--- src/rtl/mux_sched_pkg.sv ---
// Shared types and constants for the 16-way round-robin mux scheduler.
package mux_sched_pkg;

  localparam int unsigned NUM_REQ = 16;
  localparam int unsigned SEL_W   = 4;

  typedef enum logic {
    IDLE  = 1'b0,
    GRANT = 1'b1
  } state_t;

  // Hold counter must be able to represent MAX_HOLD itself.
  function automatic int unsigned hold_w(input int unsigned max_hold);
    return $clog2(max_hold + 1);
  endfunction

endpackage

--- src/rtl/mux16_rr_sched_if.sv ---
// Request/grant bundle between the requesters and the mux scheduler.
interface mux16_rr_sched_if;
  import mux_sched_pkg::*;

  logic               en;
  logic [NUM_REQ-1:0] req;
  logic [SEL_W-1:0]   sel;
  logic [NUM_REQ-1:0] gnt;
  logic               valid;

  modport master (output en, output req, input sel, input gnt, input valid);
  modport slave  (input en, input req, output sel, output gnt, output valid);

endinterface

--- src/rtl/rr_pick16.sv ---
// Combinational round-robin picker: first active request after ptr, ending at ptr itself.
module rr_pick16
  import mux_sched_pkg::*;
(
  input  logic [NUM_REQ-1:0] req,
  input  logic [SEL_W-1:0]   ptr,
  output logic [SEL_W-1:0]   idx,
  output logic               any
);

  logic [2*NUM_REQ-1:0] dbl;
  logic [NUM_REQ-1:0]   rot;
  logic [SEL_W:0]       start;
  logic [SEL_W-1:0]     off;

  // Rotate so ptr+1 lands at bit 0, take the lowest set bit, then rotate back.
  always_comb begin
    start = {1'b0, ptr} + (SEL_W+1)'(1);
    dbl   = {req, req};
    rot   = NUM_REQ'(dbl >> start);
    off   = '0;
    for (int i = NUM_REQ - 1; i >= 0; i--) begin
      if (rot[i]) off = SEL_W'(i);
    end
    idx = SEL_W'(start) + off;
    any = |req;
  end

endmodule

--- src/rtl/mux16_rr_sched.sv ---
// Round-robin scheduler sharing a 16:1 mux among 16 requesters, with bounded grant bursts.
module mux16_rr_sched
  import mux_sched_pkg::*;
#(
  parameter int unsigned MAX_HOLD = 8
)(
  input  logic             clk,
  input  logic             rst_n,
  mux16_rr_sched_if.slave  bus
);

  localparam int unsigned HOLD_W = hold_w(MAX_HOLD);

  state_t             state_q, state_nxt;
  logic [SEL_W-1:0]   sel_q, sel_nxt;
  logic [SEL_W-1:0]   last_q, last_nxt;
  logic [HOLD_W-1:0]  hold_q, hold_nxt;
  logic [NUM_REQ-1:0] gnt_q, gnt_nxt;
  logic               valid_q, valid_nxt;
  logic               rel;
  logic [SEL_W-1:0]   pick_ptr;
  logic [SEL_W-1:0]   pick_idx;
  logic               pick_any;

  // While granting, the search resumes after the current owner.
  assign pick_ptr = (state_q == GRANT) ? sel_q : last_q;

  rr_pick16 u_pick (
    .req (bus.req),
    .ptr (pick_ptr),
    .idx (pick_idx),
    .any (pick_any)
  );

  // State and output registers.
  always_ff @(posedge clk) begin
    if (!rst_n) begin
      state_q <= IDLE;
      sel_q   <= '0;
      last_q  <= SEL_W'(NUM_REQ - 1);
      hold_q  <= '0;
      gnt_q   <= '0;
      valid_q <= 1'b0;
    end else begin
      state_q <= state_nxt;
      sel_q   <= sel_nxt;
      last_q  <= last_nxt;
      hold_q  <= hold_nxt;
      gnt_q   <= gnt_nxt;
      valid_q <= valid_nxt;
    end
  end

  // Next-state: a release re-arbitrates at the same edge, so there is no idle bubble.
  always_comb begin
    state_nxt = state_q;
    sel_nxt   = sel_q;
    last_nxt  = last_q;
    hold_nxt  = hold_q;
    rel       = 1'b0;
    case (state_q)
      IDLE: begin
        if (bus.en && pick_any) begin
          state_nxt = GRANT;
          sel_nxt   = pick_idx;
          hold_nxt  = HOLD_W'(1);
        end
      end
      GRANT: begin
        rel = !bus.en || !bus.req[sel_q] || (hold_q == HOLD_W'(MAX_HOLD));
        if (!rel) begin
          hold_nxt = hold_q + HOLD_W'(1);
        end else begin
          last_nxt = sel_q;
          if (bus.en && pick_any) begin
            sel_nxt  = pick_idx;
            hold_nxt = HOLD_W'(1);
          end else begin
            state_nxt = IDLE;
            hold_nxt  = '0;
          end
        end
      end
      default: state_nxt = IDLE;
    endcase
  end

  // Output decode from the next state so gnt/valid are registered alongside sel.
  always_comb begin
    gnt_nxt   = '0;
    valid_nxt = (state_nxt == GRANT);
    if (valid_nxt) gnt_nxt[sel_nxt] = 1'b1;
  end

  assign bus.sel   = sel_q;
  assign bus.gnt   = gnt_q;
  assign bus.valid = valid_q;

endmodule

--- src/flat_wrapper.sv ---
// flat-port wrapper written by rule: the top's interface ports become plain ports
module mux16_rr_sched_flat import mux_sched_pkg::*;
#(
  parameter int unsigned MAX_HOLD = 8
)
  (clk, rst_n, bus_en, bus_req, bus_sel, bus_gnt, bus_valid);
  mux16_rr_sched_if bus_i ();
  input  logic clk;
  input  logic rst_n;
  input wire logic [$bits(bus_i.en)-1:0] bus_en;
  input wire logic [$bits(bus_i.req)-1:0] bus_req;
  output wire logic [$bits(bus_i.sel)-1:0] bus_sel;
  output wire logic [$bits(bus_i.gnt)-1:0] bus_gnt;
  output wire logic [$bits(bus_i.valid)-1:0] bus_valid;
  assign bus_i.en = bus_en;
  assign bus_i.req = bus_req;
  assign bus_sel = bus_i.sel;
  assign bus_gnt = bus_i.gnt;
  assign bus_valid = bus_i.valid;
  mux16_rr_sched #(.MAX_HOLD(MAX_HOLD)) u_core (.clk(clk), .rst_n(rst_n), .bus(bus_i));
endmodule
--- config.mk ---
export PLATFORM = sky130hd
export DESIGN_NAME = mux16_rr_sched_flat
export DESIGN_NICKNAME = d
export VERILOG_FILES = /design/src/rtl/mux_sched_pkg.sv /design/src/rtl/mux16_rr_sched_if.sv /design/src/rtl/rr_pick16.sv /design/src/rtl/mux16_rr_sched.sv /design/src/flat_wrapper.sv
export SDC_FILE = /design/constraint.sdc
export NUM_CORES = 1
export LEC_CHECK = 0
export BUFFER_PORTS_ARGS = -buffer_cell sky130_fd_sc_hd__buf_2
export CELL_PAD_IN_SITES_DETAIL_PLACEMENT = 2
export CELL_PAD_IN_SITES_GLOBAL_PLACEMENT = 2
export CORE_MARGIN = 3
export CORE_UTILIZATION = 37
export DETAILED_ROUTE_END_ITERATION = 16
export PLACE_DENSITY_LB_ADDON = 0.1
export SYNTH_ARGS = -nofsm -noshare
export SYNTH_HDL_FRONTEND = slang
export SYNTH_HIERARCHICAL = 1
export SYNTH_SLANG_ARGS = --single-unit
--- constraint.sdc ---
create_clock -name clk -period 5.8 [get_ports clk]
set_input_delay 0.87 -clock clk [delete_from_list [all_inputs] [get_ports clk]]
set_output_delay 0.87 -clock clk [all_outputs]
set_load 0.01 [all_outputs]
## After elaboration in Yosys (flattened, before gate mapping)

Cells that the tools add are included.

- Register bits: 29
- Input bits: 19
- Logic and storage cells: 55
- Output and inout bits: 21

- Add/sub/neg operators: 3
- Reduce and logical (&&, ||, !) cells: 9
- Shift-type cells: 1
- Magnitude comparators: 3
- Bitwise operators: 1
- Equality and inequality tests: 2
- Multiplexer cells: 31

Operators with widths:

| cell | number |
|---|---|
| two-way mux 4 bit | 21 |
| >> shifter 32 x 5 -> 16 bit | 1 |
| one-hot mux 4 bit (2 select lines) | 2 |
| OR reduction 16 bit | 1 |
| < comparator 4 x 5 -> 1 bit, second input constant | 2 |
| adder 4 x 1 -> 5 bit, second input constant | 1 |
| two-way mux 1 bit | 5 |
| adder 4 x 1 -> 4 bit, second input constant | 1 |
| adder 4 bit | 1 |
| binary-select mux 1 bit (select 4 bit) | 1 |
| demux 1 bit (select 4 bit) | 1 |
| == test 4 bit, second input constant | 1 |
| >= comparator 4 x 1 -> 1 bit, second input constant | 1 |
| AND reduction 2 bit | 2 |
| logical AND 1 bit | 2 |
| zero test 1 bit | 2 |
| logical OR 1 bit | 2 |
| != test 2 x 1 -> 1 bit, second input constant | 1 |
| one-hot mux 1 bit (2 select lines) | 1 |
| NOT 1 bit | 1 |

## Logic depth before layout (Yosys ltp)

Gate-level depths: netlist of run 1.

- Depth in word-level cells: 27
- Gate-level depth with buffers: 18

## Modules after synthesis

Netlist of run 1, hierarchy kept.

By module, submodules not included:

| module | instances | cells an instance | area an instance (µm²) |
|---|---|---|---|
| mux16_rr_sched | 1 | 132 | 1335.0 |
| rr_pick16 | 1 | 94 | 1164.9 |

## Worst setup path before layout of run 1

No wires, ideal clock.

- Kind: register to register
- From: register, netlist name u_core/bus.valid
- To: register u_core.gnt_q[10] (netlist: u_core/bus.gnt[10])
- Arrival: 4486 ps
- Period minus slack after synthesis: 4624 ps
- Data required time: 5662 ps
- Path buffers: 3
- Setup slack: 1176 ps
- Stages on the path, launching flop included: 18
- Path through: dfxtp_1 > clkbuf_1 > mux2_2 > buf_6 > buf_12 > mux4_2 > mux4_2 > o311ai_1 > nand3_1 > a311oi_1 > ha_1 > a21o_1 > a21oi_1 > xnor2_1 > xnor2_1 > and3_1 > o21ai_1 > nor3_1

RTL lines:

| item | RTL line | RTL |
|---|---|---|
| to (signal assigned) | mux16_rr_sched.sv:49 | `gnt_q <= gnt_nxt;` |
| to (decl) | mux16_rr_sched.sv:18 | `logic [NUM_REQ-1:0] gnt_q, gnt_nxt;` |

==> reports/summary.txt, run 1 <==
Worst-Skew Late Latency: 0.28 ns
Synth Net Count: 252
Final GP Congestion: 0.810
Starting DRT DRC Count: 61
critical path type: reg -> reg
RSZ-0062 raised after global routing: no
largest net degree at the start of global routing: 20
fin crit period: 5.09 ns
ANT nets after route: 0
Routed wire per std cell: 21.0 µm
cells after synthesis: 226
post-cts resize count: 0
# port buffers: 39
CTS tree: built
min-delay worst type: reg -> reg
ANT cells: 0
die span in x: 88.2 µm
#FFs+latches synth: 29
Netlist cell types: 49
Leakage: 1.17 nW
Setup TNS: 0 ns
CTS Hold Buffers Added: 0
post-route setup slack: 0.714 ns
initial antenna violation count: 0
Max-Cap Viols: 0
Post-CTS Setup Bufs: 0
hold_ws: 0.487 ns
synth cell count leaders: dfxtp_1 (29), mux4_2 (22), mux2i_1 (20), nor3_1 (18), nor2_1 (12)
Sink Count: 29
GR Overflow Total: 0
share of the synthesized area in the top cell type: 23.2%
WP data required: 5.94 ns
top cells by area, synth: dfxtp_1 (23%), mux4_2 (20%), mux4_1 (9.5%), mux2i_1 (8.0%), nor3_1 (3.6%)
final setup violation count: 0
maximum fanout along the worst path: 19
Worst-Margin Slew: 0.757 ns
CTS Buffer Depth: 2
Yosys warnings: 6
Layout Nets: 288
Rows: 29
drt first pass iters: 4
Avg Cell Area, Syn: 11.1 µm²
most frequent cell after synthesis: dfxtp_1
Final Slew Violations: 0
Initial Utilization: 38.7%
Vert. Die Dim: 88.2 µm
Highest Signal Layer: met4
core box area: 0.00646 mm²
Post-synth ARST share: 0%
top_reg_cell synth: dfxtp_1
Startpoint Class: flop
vias in the first global route: 2130
dpl ws: 0.783 ns
M1 wire length: 3530 µm
Worst Clk Skew: 0.00932 ns
fin util: 43.5%
die area: 0.00778 mm²
Fillers: 712
worst vdd ir: 0.157 mV
Via density: 5.98
relative slew slack: 49.2%
# DRC: 0
max frequency: 0.197 GHz
sequential cell area fraction in the yosys report: 23.2%
clk slew on worst S/H paths: 0.07 ns
CP Data Arrival Time: 5.23 ns
Routed met3 length: 205 µm
HPWL after DPL: 5510 µm
Top-Level Pins: 40
total CTS buffers: 5
crit share post-route: 87.7%
post-synth top area cell: dfxtp_1
layout cells sized above 1: 33.8%
area of the mapped netlist: 0.00250 mm²
area grow syn2layout: 12.5%
metal2 WL: 3400 µm
pwr dens: 501 mW/mm²
Root Driver: clkbuf_8
final wirelength: 7150 µm
status: finished clean
CP Capture Type: flop
Post-synth EDFFs: 0
Hold Vio Cnt, Final: 0
Pwr Total: 0.00141 W
H-tree depth: 2
global-route wire length before repair: 11700 µm
Total Routing Usage GR: 19.6%
Via Count: 2032
==> metrics by stage <==
step                instances  instance area, µm²
CTS                       340                2810
floorplan                 226                2500
detailed placement        332                2730
finish                    340                2810
global placement          332                2730
global route              340                2810
==> worst max-delay path, cell delays in order (launching register included) <==
cell and delay, ns:
dfxtp_1 0.59, mux2_2 0.59, mux4_1 0.69, mux4_2 0.50
o311ai_1 0.29, nand3_1 0.11, a311oi_1 0.44, ha_1 0.32
a21o_1 0.16, a21oi_1 0.16, xnor2_1 0.15, xnor2_1 0.11
and3_1 0.18, o21ai_1 0.49, nor3_1 0.15
==> path summary, 6_finish.rpt <==
path / slack, ns / to / from / depth (start not counted)
worst max-delay path: 0.71 / u_core/bus.gnt[9] / u_core/bus.valid / 14
worst min-delay path: 0.49 / u_core/last_q[3] / u_core/last_q[3] / 2
worst max register to register: 0.71 / u_core/bus.gnt[9] / u_core/bus.valid / 14
worst min register to register: 0.49 / u_core/last_q[3] / u_core/last_q[3] / 2
==> cells by family (layout without fill, tap and decap cells) <==
group                    after synthesis  in the layout  synth area share [%]
AO/OA/AOI/OAI                         26             26                  8.06
XOR/XNOR                               5              5                  1.75
adder cells (fa/ha/maj)                7              7                  3.80
buffers and inverters                 20             57                  4.70
flip-flops                            29             29                  23.2
multiplexers                          60             60                  41.6
AND/OR/NAND/NOR                       79             79                  16.9
==> power by group <==
part | internal (W) | switching, W
clock network | 0.0000826 | 0.0000812
registers | 0.000236 | 0.0000234
logic | 0.000439 | 0.000547
==> cell type report <==
cell class	count	area (µm²)	share of cell area [%]
clock inverters	3	17.5	0.623
well taps	77	96.3	3.43
flip-flops and latches	29	581	20.6
inverters	6	22.5	0.801
multi-input cells	177	1800	64.1
clock buffers	5	68.8	2.45
repair buffers	43	225	8.01
==> per-layer routing <==
layer | vias to the layer above | GRT usage (%)
met4 | 0 | 1.92
li1 | 959 | -
met3 | 2 | 4.80
met1 | 1032 | 28.6
met2 | 39 | 30.5
met5 | - | 0
==> flip-flops by register name, summed over array words and instances (netlist names) <==
| name | count |
|---|---|
| u_core/bus.sel | 4 |
| u_core/bus.gnt | 16 |
| u_core/bus.valid | 1 |
| u_core/hold_q | 4 |
| u_core/last_q | 4 |
==> placed cells by master, fill, tap and decap left out, types with 3 or more instances in the layout <==
cell / n
o21ai_1: 3
nor4_1: 4
nand2b_1: 3
buf_2: 39
mux4_1: 9
mux2_2: 7
nand2_1: 10
clkbuf_8: 5
nor3_1: 18
nor2b_1: 11
o21ai_0: 3
mux2i_1: 20
nor2_1: 12
a21boi_0: 3
dfxtp_1: 29
ha_1: 6
a21oi_1: 4
xor2_1: 3
buf_4: 4
nand3_1: 7
mux4_2: 22
inv_1: 6
(Power assumes the default switching activity.)
==> run 2: changes to the inputs <==
==> constraint.sdc (replaced) <==
create_clock -name clk -period 5.8 [get_ports clk]
set_input_delay 1.16 -clock clk [delete_from_list [all_inputs] [get_ports clk]]
set_output_delay 1.16 -clock clk [all_outputs]
set_load 0.01 [all_outputs]
==> run 2 against run 1 <==
Effect of this change:
- count of clock-buffer cells in the layout grew 1
- fmax down 0.12%
- non-clock buffer count unchanged
- utilization shrank 0.058 points
- final area is 0.13% lower
- sequential cell count is the same
- global-route usage is 0.58 points lower
- worst hold slack got worse by 0.0048 ns
- register-to-register slack hardly changed
- first-iteration DRC count grew 36%
- worst setup slack worse by 0.0060 ns
==> reports/summary.txt, run 2 (synthesis results as in run 1) <==
most common cell after layout, fill and taps aside: buf_2
Startpoint Class: flop
area grow syn2layout: 12.4%
clk slew on worst S/H paths: 0.07 ns (about the same)
GR Overflow Total: 0 (unchanged)
CP Data Arrival Time: 5.23 ns (about the same)
relative slew slack: 51.8% (+2.5 points)
Total Routing Usage GR: 19.0% (-0.58 points)
largest net degree at the start of global routing: 20 (unchanged)
Worst Clk Skew: 0.00790 ns (-0.00142 ns)
Layout Nets: 288 (unchanged)
post-cts resize count: 0 (unchanged)
max reg flops: 16 (unchanged)
Via Count: 2026 (-0.30%)
Final Slew Violations: 0 (unchanged)
max frequency: 0.196 GHz (-0.12%)
WP data required: 5.93 ns (about the same)
CTS Hold Buffers Added: 0 (unchanged)
Starting DRT DRC Count: 83 (+36%)
final wirelength: 6920 µm (-3.3%)
maximum fanout along the worst path: 19 (unchanged)
drt first pass iters: 4 (unchanged)
Leakage: 1.17 nW (about the same)
H-tree depth: 2 (unchanged)
ANT nets after route: 0 (unchanged)
crit share post-route: 87.8% (+0.10 points)
CTS tree: built
CP Capture Type: flop
fin util: 43.5% (-0.058 points)
pwr dens: 499 mW/mm² (-0.54%)
status: finished clean
Via density: 5.96 (-0.30%)
initial antenna violation count: 0 (unchanged)
Setup TNS: 0 ns (unchanged)
fin crit period: 5.09 ns (+0.00596 ns)
CTS Buffer Depth: 2 (unchanged)
critical path type: reg -> reg
Root Driver: clkbuf_8
total CTS buffers: 5 (unchanged)
Initial Utilization: 38.7% (unchanged)
Routed wire per std cell: 20.3 µm (-3.3%)
ANT cells: 0 (unchanged)
Rows: 29 (unchanged)
Max-Cap Viols: 0 (unchanged)
Final GP Congestion: 0.794 (-2.0%)
layout cells sized above 1: 33.5% (-0.38 points)
worst vdd ir: 0.190 mV (+21%)
Worst-Margin Slew: 0.719 ns (-0.0379 ns)
vias in the first global route: 2132 (+0.094%)
Sink Count: 29 (unchanged)
min-delay worst type: reg -> reg
Vert. Die Dim: 88.2 µm (unchanged)
global-route wire length before repair: 11500 µm (-1.7%)
Worst-Skew Late Latency: 0.28 ns (about the same)
HPWL after DPL: 5380 µm (-2.3%)
RSZ-0062 raised after global routing: no
core box area: 0.00646 mm² (unchanged)
most frequent cells in the layout: buf_2 (39), dfxtp_1 (29), mux4_2 (22)
die area: 0.00778 mm² (unchanged)
die span in x: 88.2 µm (unchanged)
# DRC: 0 (unchanged)
Hold Vio Cnt, Final: 0 (unchanged)
Top-Level Pins: 40 (unchanged)
Post-CTS Setup Bufs: 0 (unchanged)
# port buffers: 39 (unchanged)
final setup violation count: 0 (unchanged)
==> run 2: cell count changes in the layout (fill, tap and decap cells not counted), sizes merged <==
cell,previous run,this run
clkinvlp,1,0
clkbuf,5,6
==> run 2: power breakdown <==
group	switching, W	leakage (nW)	internal, W
clock network	0.0000805	0.0450	0.0000830
registers	0.0000232	0.236	0.000236
logic	0.000539	0.887	0.000439
==> run 2: layer usage <==
| layer | GRT usage [%] | share of wire [%] | wire, µm | vias to the layer above |
|---|---|---|---|---|
| li1 | - | - | - | 957 |
| met1 | 28.0 | 49 | 3390 | 1029 |
| met2 | 30.4 | 48 | 3320 | 38 |
| met3 | 2.82 | 2.7 | 189 | 2 |
| met4 | 2.47 | 0.20 | 14 | 0 |
| met5 | 0 | 0 | 0 | - |
==> run 2: path summary, 6_finish.rpt <==
kind | start | endpoint | slack (ns) | cells after the start
worst max-delay path | u_core/bus.valid | u_core/bus.gnt[10] | 0.71 | 14
worst min-delay path | u_core/last_q[0] | u_core/last_q[0] | 0.48 | 2
worst max register to register | u_core/bus.valid | u_core/bus.gnt[10] | 0.71 | 14
worst min register to register | u_core/last_q[0] | u_core/last_q[0] | 0.48 | 2
==> run 2: final cells by class <==
cell class,instances,area (µm²)
flip-flops and latches,29,581
fillers,708,3650
inverters,6,22.5
well taps,77,96.3
repair buffers,43,225
multi-input cells,177,1800
clock inverters,2,10.0
clock buffers,6,72.6
==> run 2: critical path: stages (launching register included) <==
cell	delay [ns]
dfxtp_1	0.60
mux2_2	0.60
mux4_1	0.68
mux4_2	0.50
o311ai_1	0.29
nand3_1	0.12
a311oi_1	0.45
ha_1	0.32
a21o_1	0.15
a21oi_1	0.16
xnor2_1	0.15
xnor2_1	0.12
and3_1	0.18
o21ai_1	0.47
nor3_1	0.14
==> run 2: through the flow <==
stage	setup WS [ns]	hold WS, ns	std cells	total power (W)	area [µm²]
after floorplan	1.18	0.441	226	0.00103	2500
after global routing	0.296	0.520	340	0.00153	2810
final	0.708	0.482	340	0.00140	2810
after global placement	0.804	0.463	332	0.00122	2730
after detailed placement	0.691	0.473	332	0.00124	2730
after CTS	0.662	0.490	340	0.00141	2810
